$ cat config.mk
export PLATFORM = sky130hd
export DESIGN_NAME = coreboard1588_scan_seq
export DESIGN_NICKNAME = d
export VERILOG_FILES = /design/src/rtl/coreboard1588_scan_seq.sv
export SDC_FILE = /design/constraint.sdc
export NUM_CORES = 1
export LEC_CHECK = 0
export ABC_AREA = 1
export CAP_MARGIN = 20
export CORE_ASPECT_RATIO = 1.25
export CORE_MARGIN = 4
export CORE_UTILIZATION = 40
export CTS_CLUSTER_SIZE = 20
export DETAILED_ROUTE_END_ITERATION = 7
export DONT_BUFFER_PORTS = 1
export PLACE_DENSITY = 0.61
export SKIP_LAST_GASP = 1
export SLEW_MARGIN = 20
export SYNTH_ARGS = -nofsm -noshare
export SYNTH_HDL_FRONTEND = slang
export SYNTH_SLANG_ARGS = --single-unit
$ cat constraint.sdc
create_clock -name aclk -period 1.9 [get_ports aclk]
set_input_delay 0.19 -clock aclk [delete_from_list [all_inputs] [get_ports aclk]]
set_output_delay 0.19 -clock aclk [all_outputs]
set_load 0.02 [all_outputs]
$ cat src/rtl/coreboard1588_scan_seq.sv
// Channel scan sequencer for the ADS868x front end: periodically walks the external 8:1
// mux and the ADC's internal 4:1 mux, requesting one conversion per channel.
module coreboard1588_scan_seq #(
  parameter int unsigned NUM_CH        = 32,
  parameter int unsigned SETTLE_CYCLES = 100,
  parameter int unsigned CONV_TIMEOUT  = 4096
) (
  input  logic        aclk,
  input  logic        aresetn,
  input  logic        ctrl_scan_enable,
  input  logic [31:0] ctrl_scan_period,
  input  logic        ctrl_err_clr,
  output logic        conv_req,
  input  logic        conv_done,
  output logic [7:0]  ch_id,
  output logic [2:0]  ext_mux_sel,
  output logic [1:0]  adc_int_ch,
  output logic        scan_active,
  output logic        scan_done,
  output logic        overrun,
  output logic        timeout_err
);

  localparam logic [4:0]  ChLast     = 5'(NUM_CH - 1);
  localparam logic [15:0] SettleLoad = 16'(SETTLE_CYCLES);
  localparam logic [15:0] TmoLast    = 16'(CONV_TIMEOUT - 1);

  typedef enum logic [1:0] {StIdle, StSettle, StConv} state_e;

  state_e      state_q;
  logic [31:0] period_cnt_q, period_cnt_d;
  logic [4:0]  ch_q;
  logic [15:0] settle_q, tmo_q;
  logic        conv_req_q, scan_active_q, scan_done_q, overrun_q, timeout_err_q;
  logic        period_run, tick, tmo_hit, conv_end, ovr_set, tmo_set;

  assign period_run = ctrl_scan_enable && (ctrl_scan_period != 32'd0);
  assign tick       = period_run && (period_cnt_q == ctrl_scan_period - 32'd1);

  // Period is compared live; >= also recovers if the period shrinks below the count.
  always_comb begin
    period_cnt_d = period_cnt_q + 32'd1;
    if (!period_run || (period_cnt_q >= ctrl_scan_period - 32'd1)) begin
      period_cnt_d = '0;
    end
  end

  always_ff @(posedge aclk or negedge aresetn) begin
    if (!aresetn) begin
      period_cnt_q <= '0;
    end else begin
      period_cnt_q <= period_cnt_d;
    end
  end

  assign tmo_hit  = (state_q == StConv) && !conv_done && (tmo_q == TmoLast);
  assign conv_end = (state_q == StConv) && (conv_done || tmo_hit);
  assign ovr_set  = tick && scan_active_q;
  assign tmo_set  = tmo_hit && ctrl_scan_enable;

  always_ff @(posedge aclk or negedge aresetn) begin
    if (!aresetn) begin
      state_q       <= StIdle;
      ch_q          <= '0;
      settle_q      <= '0;
      tmo_q         <= '0;
      conv_req_q    <= 1'b0;
      scan_active_q <= 1'b0;
      scan_done_q   <= 1'b0;
      overrun_q     <= 1'b0;
      timeout_err_q <= 1'b0;
    end else begin
      scan_done_q <= 1'b0;

      // Set beats clear when both land in the same cycle.
      if (ovr_set) begin
        overrun_q <= 1'b1;
      end else if (ctrl_err_clr) begin
        overrun_q <= 1'b0;
      end
      if (tmo_set) begin
        timeout_err_q <= 1'b1;
      end else if (ctrl_err_clr) begin
        timeout_err_q <= 1'b0;
      end

      if (!ctrl_scan_enable) begin
        state_q       <= StIdle;
        ch_q          <= '0;
        conv_req_q    <= 1'b0;
        scan_active_q <= 1'b0;
      end else begin
        unique case (state_q)
          StIdle: begin
            if (tick) begin
              state_q       <= StSettle;
              ch_q          <= '0;
              settle_q      <= SettleLoad;
              scan_active_q <= 1'b1;
            end
          end
          StSettle: begin
            if (settle_q <= 16'd1) begin
              state_q    <= StConv;
              conv_req_q <= 1'b1;
              tmo_q      <= '0;
            end else begin
              settle_q <= settle_q - 16'd1;
            end
          end
          StConv: begin
            if (conv_end) begin
              conv_req_q <= 1'b0;
              if (ch_q == ChLast) begin
                state_q       <= StIdle;
                ch_q          <= '0;
                scan_active_q <= 1'b0;
                scan_done_q   <= 1'b1;
              end else begin
                state_q  <= StSettle;
                ch_q     <= ch_q + 5'd1;
                settle_q <= SettleLoad;
              end
            end else begin
              tmo_q <= tmo_q + 16'd1;
            end
          end
          default: state_q <= StIdle;
        endcase
      end
    end
  end

  assign conv_req    = conv_req_q;
  assign ch_id       = {3'b000, ch_q};
  assign ext_mux_sel = ch_q[4:2];
  assign adc_int_ch  = ch_q[1:0];
  assign scan_active = scan_active_q;
  assign scan_done   = scan_done_q;
  assign overrun     = overrun_q;
  assign timeout_err = timeout_err_q;

endmodule

==> run_results.csv <==
group,metric,value,unit
drt,via_per_inst,4.93,
timing,whs,-0.449,ns
status,status,"finished with violations",
placed_design,dp_cells,1115,
die,rows,49,
synthesis,syn_inst,843,
cells_and_area,diodes,0,
timing,relSlewSlack,0.433,
cells_and_area,final_area,8100,um2
synthesis,yosys-top-cells-count,"160 x nand2_1, 129 x inv_1, 129 x nor2_1",
setup_path,reg2reg_from,"period_cnt_q[15]",
setup_path,path_max_fanout,8,
cts,postCtsHoldBufs,2,
pwr,p_per_area,472,nW/um2
cts,htree_num_levels,3,
setup_path,crit_path_start,"ctrl_scan_period[3]",
global_route,grt_use_total,0.174,
synthesis,syn_area_per_cell,7.16,um2
cts,clock_path_buffers,2,
setup_path,worstPathArrival,2.75,ns
drt,firstDrtPassIters,4,
die,core_area,14600,um2
cells_and_area,instances_no_fill,1156,
drt,vias,5695,
cts,insertion_delay,0.33,ns
setup_path,startpoint_type,"input port",
synthesis,yosysTopAreaCellShare,0.315,
drt,drtAntennaViolNets,0,
synthesis,synth_area_leaders,"dfrtp_1 32%, nand2_1 10%, xor2_1 8.7%",
pwr,p_leak,0.00393,uW
synthesis,yosysSeqAreaShare,0.315,
setup_path,crit_required,2.16,ns
setup_path,max_stage_delay,0.27,ns
cts,cts_inserted_buffers,9,
cts,cts_root_buf,"clkbuf_16",
synthesis,ys_types,39,
placed_design,gp_congestion,0.900,
global_route,grt_pass1_vias,5497,
timing,finalWorstSetupSlack,-0.584,ns
timing,fin_worst_skew,0.00805,ns
synthesis,async_flop_share,1.00,
timing,period_needed,2.48,ns
cells_and_area,area_delta_synth_final,34.2,%
placed_design,dpl_cell_area,7030,um2
cells_and_area,drive_gt1_frac,0.273,
global_route,grt_max_degree,77,
timing,finalCritPeriodShare,1.31,
timing,finalSetupViolations,56,
timing,timing.fmax,403,MHz
hold_path,hold_path_class,"input port to async pin",
die,dieArea,17100,um2
flow_run,maxCapViolations,0,
cts,cts.sinks,76,
setup_path,endpoint_kind,"register",
timing,worst_pin_slew,0.851,ns
setup_path,crit_buf_inv,2,
placed_design,port_buffers,0,
setup_path,path_class,"input port to register",
drt,wl,15.3,mm
setup_path,crit_top_cell,"nor2_4",
cts,cts_tree,"done",
synthesis,synth.ff_latch_count,76,
pwr,peakVddDrop,0.338,mV
die,pin_count,55,
synthesis,syn-cell-area,6030,um2
global_route,antenna_found_initial,0,
global_route,grt_overflow_total,0,
die,die_h,145,um
setup_path,cp_cell_sequence,"nor2_4, nand2_2, nor3b_4, nand3_2, nor2_2, nand2_2, nor2_4, buf_4, xor2_2, ha_1, a21oi_1, o21a_1, nand2_1, nand2_1, nand3_1, nor3_2, nand2_4, buf_12, nor2_4",
timing,report.final.slew_viol_count,0,
cells_and_area,nets,1049,
synthesis,synth.largest_area_cell,"dfrtp_1",
drt,routedWlPerCell,13.3,um
timing,rsz0062_at_grt,"yes",
global_route,grt_pass1_wl,25.1,mm
status,violations,"negative hold slack, negative setup slack",
synthesis,synth-main-ff-cell,"dfrtp_1",
drt,drc,0,
cts,clkSlewWorstSetupHoldPaths,0.06,ns
synthesis,synth_most_common_cell,"nand2_1",
drt,drtIter0Drc,368,
timing,finalHoldViolCount,76,
setup_path,path_delay_family,"simple AND/OR/NAND/NOR gates",
setup_path,cp_slowest_cell,"nor3b_4",
synthesis,yosysWarnings,0,
placed_design,hpwlAfterDp,11.2,mm
die,fp.dieW,118,um
die,initial_utilization,0.413,
synthesis,synth_edf_count,0,
==> cell type report <==
class | count | area [um2]
clock buffer | 13 | 280
clock inverter | 3 | 42.5
fill | 1367 | 6500
inverter | 132 | 498
multi-input combinational | 619 | 3930
sequential | 76 | 1900
tap | 178 | 223
timing repair buffer | 135 | 1220
==> metal layers <==
layer	wire length, um	part of all wire	GRT usage
met5	0	0	0
met4	195	0.013	0.0463
met3	268	0.017	0.0280
met2	8220	0.54	0.317
met1	6640	0.43	0.212
==> through the flow <==
| step | power [uW] | hold WS, ns | utilization | TNS (ns) | setup WS, ns |
|---|---|---|---|---|---|
| 5_1_grt | 3970 | -0.466 | 0.555 | -42.43 | -0.778 |
| 4_1_cts | 3820 | -0.464 | 0.525 | -28.50 | -0.611 |
| 6_report | 3820 | -0.449 | 0.555 | -31.06 | -0.584 |
| 2_1_floorplan | 1850 | -0.106 | - | -33.64 | -0.717 |
| 3_5_place_dp | 1960 | -0.101 | 0.482 | -50.69 | -1.01 |
| 3_3_place_gp | 1950 | -0.101 | 0.482 | -49.02 | -0.940 |
==> registers in the layout (all words and copies together) (netlist names) <==
register,flops
settle_q,16
conv_req,1
timeout_err,1
tmo_q,16
scan_active,1
period_cnt_q,32
scan_done,1
overrun,1
ch_q,5
state_q,2
==> repair_timing <==
action,in CTS,in global routing
pin swaps,17,31
cloned,4,3
hold endpoints to repair,79,76
buffers inserted,9,7
resized for setup,33,86
endpoints found under the setup margin,56,72
==> cells in the final DEF (no fill, tap or decap), types with 5 or more instances in the layout <==
cell type and n:
nand2_1 150, inv_1 124, buf_4 114, nor2_1 94, dfrtp_1 76, xor2_1 59
nand3_1 49, ha_1 35, nor2_4 32, nand4_1 27, o21ai_0 25, a21oi_1 22
nor3_1 19, nor2_2 16, nand2_2 12, o21ai_2 12, clkbuf_16 12, nand3_2 8
xnor2_1 8, nand2_4 7, inv_2 7, o21ai_1 6, buf_6 6, nor3_2 5
buf_12 5
==> power by group <==
group          total (uW)  switching [uW]  internal [uW]  leakage (uW)
clock                1830             667           1160      0.000158
sequential           1630            8.50           1630      0.000922
combinational         359             184            175       0.00285
==> cells by family after synthesis <==
kind of cell               Yosys count  share of synthesized area
and+or+nand+nor                    435                      0.330
buffers and inverters              150                      0.104
DFF                                 76                      0.315
AOI/OAI and AO/OA                   74                     0.0703
xor gates and xnor gates            68                     0.0987
adders and majority gates           39                     0.0809
other                                1                   0.000622
==> path summary, 6_finish.rpt <==
| path | cells after the start | slack (ns) | to |
|---|---|---|---|
| setup / recovery | 19 | -0.58 | period_cnt_q[16] |
| hold / removal | 0 | -0.45 | period_cnt_q[30] |
| setup reg to reg | 15 | -0.21 | settle_q[8] |
| hold reg to reg | 2 | 0.53 | tmo_q[1] |
| max in group asynchronous | 0 | 2.21 | settle_q[9] |
| min in group aclk | 3 | 0.08 | ch_q[1] |
No activity file was read; power rests on OpenSTA's default activity.
